$ cat src/rtl/toggle_edge_detector.sv
// Turns a toggle-encoded level into a one-cycle event pulse.
// previous_state follows toggle_state every cycle, reset included, so a release never fakes an event.
module toggle_edge_detector (
   input  logic clock,
   input  logic reset,
   input  logic toggle_state,
   output logic event_pulse
);

   logic previous_state;

   // reset is accepted for interface uniformity; previous_state must track the input through it.
   logic unused_reset;
   assign unused_reset = reset;

   always_ff @(posedge clock) begin
      previous_state <= toggle_state;
   end

   assign event_pulse = toggle_state ^ previous_state;

endmodule

$ cat src/rtl/toggle_event_collector.sv
// Collects toggle events into a saturating pending counter drained by a valid/ready consumer.
// Handshake: one event is dequeued on each rising edge where event_valid and event_ready are both high.
module toggle_event_collector #(
   parameter int COUNTER_WIDTH = 4
) (
   input  logic                     clock,
   input  logic                     reset,
   input  logic                     toggle_state,
   output logic                     event_valid,
   input  logic                     event_ready,
   output logic [COUNTER_WIDTH-1:0] pending_count,
   output logic                     overflow,
   input  logic                     clear_overflow
);

   localparam logic [COUNTER_WIDTH-1:0] count_max = '1;
   localparam logic [COUNTER_WIDTH-1:0] count_one = COUNTER_WIDTH'(1);

   logic                     event_pulse;
   logic                     handshake;
   logic [COUNTER_WIDTH-1:0] next_count;
   logic                     next_overflow;

   toggle_edge_detector u_edge (
      .clock        (clock),
      .reset        (reset),
      .toggle_state (toggle_state),
      .event_pulse  (event_pulse)
   );

   // event_valid is registered, so a low valid blocks ready and the count never underflows.
   assign handshake = event_valid & event_ready;

   always_comb begin
      next_count    = pending_count;
      next_overflow = overflow & ~clear_overflow;
      case ({event_pulse, handshake})
         2'b10: begin
            if (pending_count == count_max) begin
               next_overflow = 1'b1;
            end else begin
               next_count = pending_count + count_one;
            end
         end
         2'b01:   next_count = pending_count - count_one;
         default: next_count = pending_count;
      endcase
   end

   always_ff @(posedge clock) begin
      if (reset) begin
         pending_count <= '0;
         event_valid   <= 1'b0;
         overflow      <= 1'b0;
      end else begin
         pending_count <= next_count;
         event_valid   <= (next_count != '0);
         overflow      <= next_overflow;
      end
   end

endmodule

$ cat config.mk
export PLATFORM = sky130hd
export DESIGN_NAME = toggle_event_collector
export DESIGN_NICKNAME = d
export VERILOG_FILES = /design/src/rtl/toggle_edge_detector.sv /design/src/rtl/toggle_event_collector.sv
export SDC_FILE = /design/constraint.sdc
export NUM_CORES = 1
export LEC_CHECK = 0
export CORE_MARGIN = 4
export CORE_UTILIZATION = 31
export CTS_CLUSTER_DIAMETER = 150
export CTS_CLUSTER_SIZE = 16
export DETAILED_ROUTE_END_ITERATION = 7
export SYNTH_ARGS = -nofsm -noshare
export SYNTH_HDL_FRONTEND = slang
export SYNTH_SLANG_ARGS = --single-unit
$ cat constraint.sdc
create_clock -name clock -period 1.9 [get_ports clock]
set_input_delay 0.285 -clock clock [delete_from_list [all_inputs] [get_ports clock]]
set_output_delay 0.285 -clock clock [all_outputs]
set_load 0.005 [all_outputs]
[Word-level counts from Yosys, hierarchy flattened]
Index checks and enable logic that the tools add are counted.
Cells by class
  $add $sub $neg: 2
  equality and inequality tests: 3
  muxes and demuxes: 4
  bitwise logic cells: 4
  reduce and logical (&&, ||, !) cells: 1
Operator list (count)
  one-hot mux 4 bit (2 select lines): 1
  adder 4 x 1 -> 4 bit, second input constant: 1
  equality test 4 bit, second input constant: 1
  2-to-1 mux 4 bit: 1
  nonzero test 4 bit: 1
  subtractor 4 x 1 -> 4 bit, second input constant: 1
  bitwise AND 1 bit: 2
  equality test 2 x 1 -> 1 bit, second input constant: 1
  equality test 2 bit, second input constant: 1
  2-to-1 mux 1 bit: 2
  NOT 1 bit: 1
  bitwise XOR 1 bit: 1
Storage, ports and cells
  flip-flop bits (word level): 7
  input port bits: 5
  output and inout bits: 6
  word-level logic and storage cells: 18

[Longest topological paths before layout]
  depth in word-level cells: 4
  gate-level depth with buffers: 7
  mapped depth without buffers: 7

[Hierarchy]
A second synthesis with hierarchy kept.
Unflattened totals
  cells, all modules: 53
  area total of the unflattened synthesis: 466.7 um2
Modules (own cells, without submodules)
  toggle_event_collector: times used 1, cells each 51, area each 437.9 um2, seq. area each 120.1 um2
  toggle_edge_detector: times used 1, cells each 2, area each 28.8 um2, seq. area each 20.0 um2

[Worst setup path after synthesis]
OpenSTA, ideal clock, no wires.
  path kind: register to register
  start point: reg u_edge.previous_state
  end point: reg event_valid
  library setup time: 134 ps
  arrival time: 1696 ps
  data required time: 1766 ps
  path slack: 70 ps
  cell stages (with the launch flop): 7
  path buffers: 0
  period minus slack after synthesis: 1830 ps
  cell sequence: dfxtp_1 > xor2_1 > ha_1 > o21ai_0 > a2bb2oi_1 > a221oi_1 > or4_1
On the way
  word-level cells in the longest chain between the ends: 4
  elaborated cells between the ends (all ways): 5
  those cells by class: 2 x eq/ne; 1 x mux; 1 x bitwise; 1 x reduce/logical
RTL lines
  start, declared: line toggle_edge_detector.sv:10  | logic previous_state;
  start signal, assigned: line toggle_edge_detector.sv:17  | previous_state <= toggle_state;
  bitwise XOR 1 bit (*): line toggle_edge_detector.sv:20  | assign event_pulse = toggle_state ^ previous_state;
  equality test 2 x 1 -> 1 bit / equality test 2 bit (equally long branches): line toggle_event_collector.sv:37  | case ({event_pulse, handshake})
  one-hot mux 4 bit (2 select lines) (*): line toggle_event_collector.sv:37
  nonzero test 4 bit (*): line toggle_event_collector.sv:57  | event_valid <= (next_count != '0);
  end signal, assigned: line toggle_event_collector.sv:57
  end, declared: line toggle_event_collector.sv:9  | output logic event_valid,
Every way passes the cells marked *; elsewhere a longest branch is shown, timed or not.
A chain may end at the register's enable or synchronous reset.

[Worst setup path in the final report]
  start point: in toggle_state
  end point: reg event_valid
On the way
  word-level cells in the longest chain between the ends: 4
  elaborated cells between the ends (all ways): 5
  those cells by class: 2 x eq/ne; 1 x mux; 1 x bitwise; 1 x reduce/logical
RTL lines
  start, declared: line toggle_event_collector.sv:8  | input logic toggle_state,
  bitwise XOR 1 bit (*): line toggle_edge_detector.sv:20
  equality test 2 x 1 -> 1 bit / equality test 2 bit (equally long branches): line toggle_event_collector.sv:37
  one-hot mux 4 bit (2 select lines) (*): line toggle_event_collector.sv:37
  nonzero test 4 bit (*): line toggle_event_collector.sv:57
Marks and branches as above.

==> summary.json <==
{
  "final_max_slew_viol_count": 0,
  "dr_top_layer": "met4",
  "place_worst_setup_slack_ns": -0.5897,
  "cts_tree": "done",
  "globalplace.congestion": 0.8080,
  "n_antenna_cell": 0,
  "layout_setup_ws_ns": 0.03219,
  "worstReg2RegEnd": "event_valid",
  "synthesized_area_per_cell_sq_um": 9.291,
  "drive_above_1_share_pct": 34.85,
  "cell_by_cell_trace_of_the_critical_path": "dlygate4sd2_1, xor2_4, ha_4, buf_6, inv_4, o2111ai_1, a31oi_1, or4_1",
  "timing.critical_path.required_ns": 2.02,
  "worstReg2RegStart": "u_edge.previous_state",
  "fp.dieArea_sq_um": 2073,
  "number_of_standard_cells_after_synthesis": 47,
  "synth.cell_area_sq_um": 436.7,
  "critPathTopFamily": "simple AND/OR/NAND/NOR gates",
  "cts.root.buffer_cell": "sky130_fd_sc_hd__clkbuf_4",
  "number_of_buffers_and_inverters_on_the_critical_path": 3,
  "synthAdderAreaFrac_pct": 11.46,
  "synth-seq-cells": 7,
  "met2RoutedLength_um": 577,
  "mux_cell_area_share_after_synthesis_pct": 0,
  "dp_hpwl_um": 779.4,
  "postRouteAntennaNets": 0,
  "timing.critical_path.to_type": "flip-flop",
  "timing.hold.worst.start": "toggle_state",
  "maximum_fanout_encountered_on_the_critical_timing_path": 5,
  "vias": 459,
  "floorplan.io_pins": 11,
  "yosysWarnings": 0,
  "max_stage_delay_ns": 0.52,
  "global_route.overflow_total": 0,
  "number_of_nets_at_the_end_of_the_flow": 76,
  "mostFrequentLayoutCell": "sky130_fd_sc_hd__clkdlybuf4s50_1",
  "synth.net_count": 56,
  "final.fill_count": 128,
  "grt_setup_unrepaired": "yes",
  "groute.usage.overall_pct": 11.46,
  "critPathArrivalTime_ns": 1.99,
  "max_cap_viol_count": 0,
  "worst_setup_hold_path_clk_slew_ns": 0.05,
  "worst-r2r-setup-slack_ns": 0.06,
  "synth_seq_area_share_pct": 32.09,
  "ir_drop_uv": 447.5,
  "rows": 13,
  "antenna_found_initial": 0,
  "clk_latency_ns": 0.25,
  "post_synth_and_or_nand_nor_area_fraction_pct": 24.07,
  "final_util_pct": 53.09,
  "status": "complete, no violations",
  "met3WireLength_um": 79,
  "nature_of_the_critical_path_startpoint": "input pin",
  "final_period_minus_worst_setup_slack_ns": 1.868,
  "h_tree_levels": 1,
  "skew_ns": 0.004405,
  "portBuffers": 10,
  "setup-violations-final": 0,
  "grt_max_degree": 12,
  "numClockSinks": 7,
  "initial_utilization_pct": 33.14,
  "postCtsHoldBufs": 0,
  "clock_buffers_created_by_tritoncts": 3,
  "drtIter0Drc": 9,
  "layout_common_cells": "sky130_fd_sc_hd__clkdlybuf4s50_1, sky130_fd_sc_hd__dfxtp_1, sky130_fd_sc_hd__buf_4",
  "combinational_family_with_the_most_area_after_synthesis": "simple AND/OR/NAND/NOR gates",
  "wl_per_cell_um": 14.15,
  "post_synth_xor_area_fraction_pct": 2.006,
  "drt-pass1-iter-count": 4,
  "hp-class": "in -> reg",
  "post_detailed_route_drc_marker_count": 0,
  "design.core.area_sq_um": 1318,
  "crit_type": "in -> reg",
  "yosysUniqueCellTypes": 30,
  "wirelength_mm": 1.146,
  "period_utilization_post_route_pct": 98.31,
  "met1Wirelength_um": 474,
  "area_growth_pct": 60.17,
  "power_leakage_nw": 0.2633,
  "timing_hold_violations_final": 0,
  "worst-slew-pin-transition_ns": 0.4120,
  "p_total_uw": 624.8,
  "chipHeight_um": 45.53,
  "reg2reg_depth": 6,
  "crit_path_slowest_cell": "sky130_fd_sc_hd__or4_1",
  "wire_length_of_the_first_global_routing_pass_mm": 1.725,
  "dieWidth_um": 45.53,
  "synth_compound_gate_area_share_pct": 23.50,
  "achievable-frequency_mhz": 535.4,
  "min_path_cells": 1,
  "first_global_vias": 413,
  "maxSlewHeadroom_pct": 72.50,
  "p_per_area_nw_per_um2": 893.3,
  "whs_endpoint": "u_edge.previous_state",
  "clock_tree.buffer_depth": 2,
  "routed_via_density": 5.667
}
-- worst max path at each step --
stage / startpoint / endpoint / cells past startpoint
floorplan: u_edge.previous_state / event_valid / 6
global placement: toggle_state / event_valid / 8
finish: toggle_state / event_valid / 8
CTS: event_ready / event_valid / 7
detailed placement: toggle_state / event_valid / 8
global route: toggle_state / event_valid / 7
-- power by group --
group	switching, mW	internal (mW)
Sequential	0.0192	0.169
Clock	0.0530	0.0800
Combinational	0.136	0.168
-- kinds of logic (layout without fill, tap and decap cells) --
logic type,count (synthesis),in the layout
compound gates,14,14
buf+inv,6,25
simple gates,15,15
xor+xnor,1,1
flops,7,7
fa+ha+maj,4,4
-- cell usage after synthesis --
library cell	n	area, sq um
sky130_fd_sc_hd__nor4_1	1	6.260
sky130_fd_sc_hd__nand3b_1	1	7.510
sky130_fd_sc_hd__xor2_1	1	8.760
sky130_fd_sc_hd__nand2b_1	2	12.51
sky130_fd_sc_hd__or2_2	1	6.260
sky130_fd_sc_hd__inv_1	5	18.77
sky130_fd_sc_hd__buf_6	1	11.26
sky130_fd_sc_hd__dfxtp_1	7	140.1
sky130_fd_sc_hd__nand4b_1	1	8.760
sky130_fd_sc_hd__nand2_1	1	3.750
sky130_fd_sc_hd__nand3_2	1	10.01
sky130_fd_sc_hd__o21ai_0	2	10.01
sky130_fd_sc_hd__a211oi_1	1	7.510
sky130_fd_sc_hd__nor4_2	1	12.51
sky130_fd_sc_hd__a221oi_1	1	8.760
sky130_fd_sc_hd__a2bb2oi_1	1	8.760
sky130_fd_sc_hd__a31o_1	1	8.760
sky130_fd_sc_hd__o2111ai_1	1	8.760
sky130_fd_sc_hd__o211ai_1	1	7.510
sky130_fd_sc_hd__a31oi_1	2	12.51
sky130_fd_sc_hd__a21oi_1	1	5.000
sky130_fd_sc_hd__nand4_1	1	6.260
sky130_fd_sc_hd__o32ai_1	1	8.760
sky130_fd_sc_hd__nor2b_1	2	12.51
sky130_fd_sc_hd__nand3_1	1	5.000
sky130_fd_sc_hd__ha_1	4	50.05
sky130_fd_sc_hd__a311oi_1	1	8.760
sky130_fd_sc_hd__or4_1	1	7.510
sky130_fd_sc_hd__and2_1	1	6.260
sky130_fd_sc_hd__a21o_1	1	7.510
-- per-layer routing --
layer | track usage, % | up-vias
met4 | 3.509 | 0
met5 | 0 | -
met3 | 5.138 | 2
met1 | 13.78 | 214
met2 | 18.11 | 23
li1 | - | 220
-- final cells by class --
| type | instances | area, sq um | share of cell area [%] |
|---|---|---|---|
| clock buffer | 4 | 26.28 | 3.757 |
| inverter | 5 | 21.27 | 3.041 |
| multi-input combinational | 34 | 341.6 | 48.84 |
| sequential | 7 | 141.4 | 20.21 |
| tap | 15 | 18.77 | 2.683 |
| timing repair buffer | 16 | 150.1 | 21.47 |
-- state kept, by name, indices dropped and copies added, names as in the netlist --
signal and cells:
pending_count 4, overflow 1, u_edge.previous_state 1, event_valid 1
-- through the flow --
stage | TNS (ns) | hold slack (ns) | std cells | area (sq um)
after floorplan | 0 | 0.3127 | 47 | 436.7
after global placement | -0.8061 | 0.4659 | 75 | 574.3
after detailed placement | -1.075 | 0.4769 | 75 | 574.3
after CTS | 0 | 0.3365 | 81 | 666.9
after global routing | -0.07954 | 0.4104 | 81 | 699.4
final | 0 | 0.4165 | 81 | 699.4
-- timing repair --
item	CTS	global route
endpoints found under the hold margin	0	0
gates cloned	0	0
pin swaps	7	5
setup buffers	2	0
gates resized for setup	14	6
setup endpoints to repair	1	1
No activity file was read; power rests on OpenSTA's default activity.
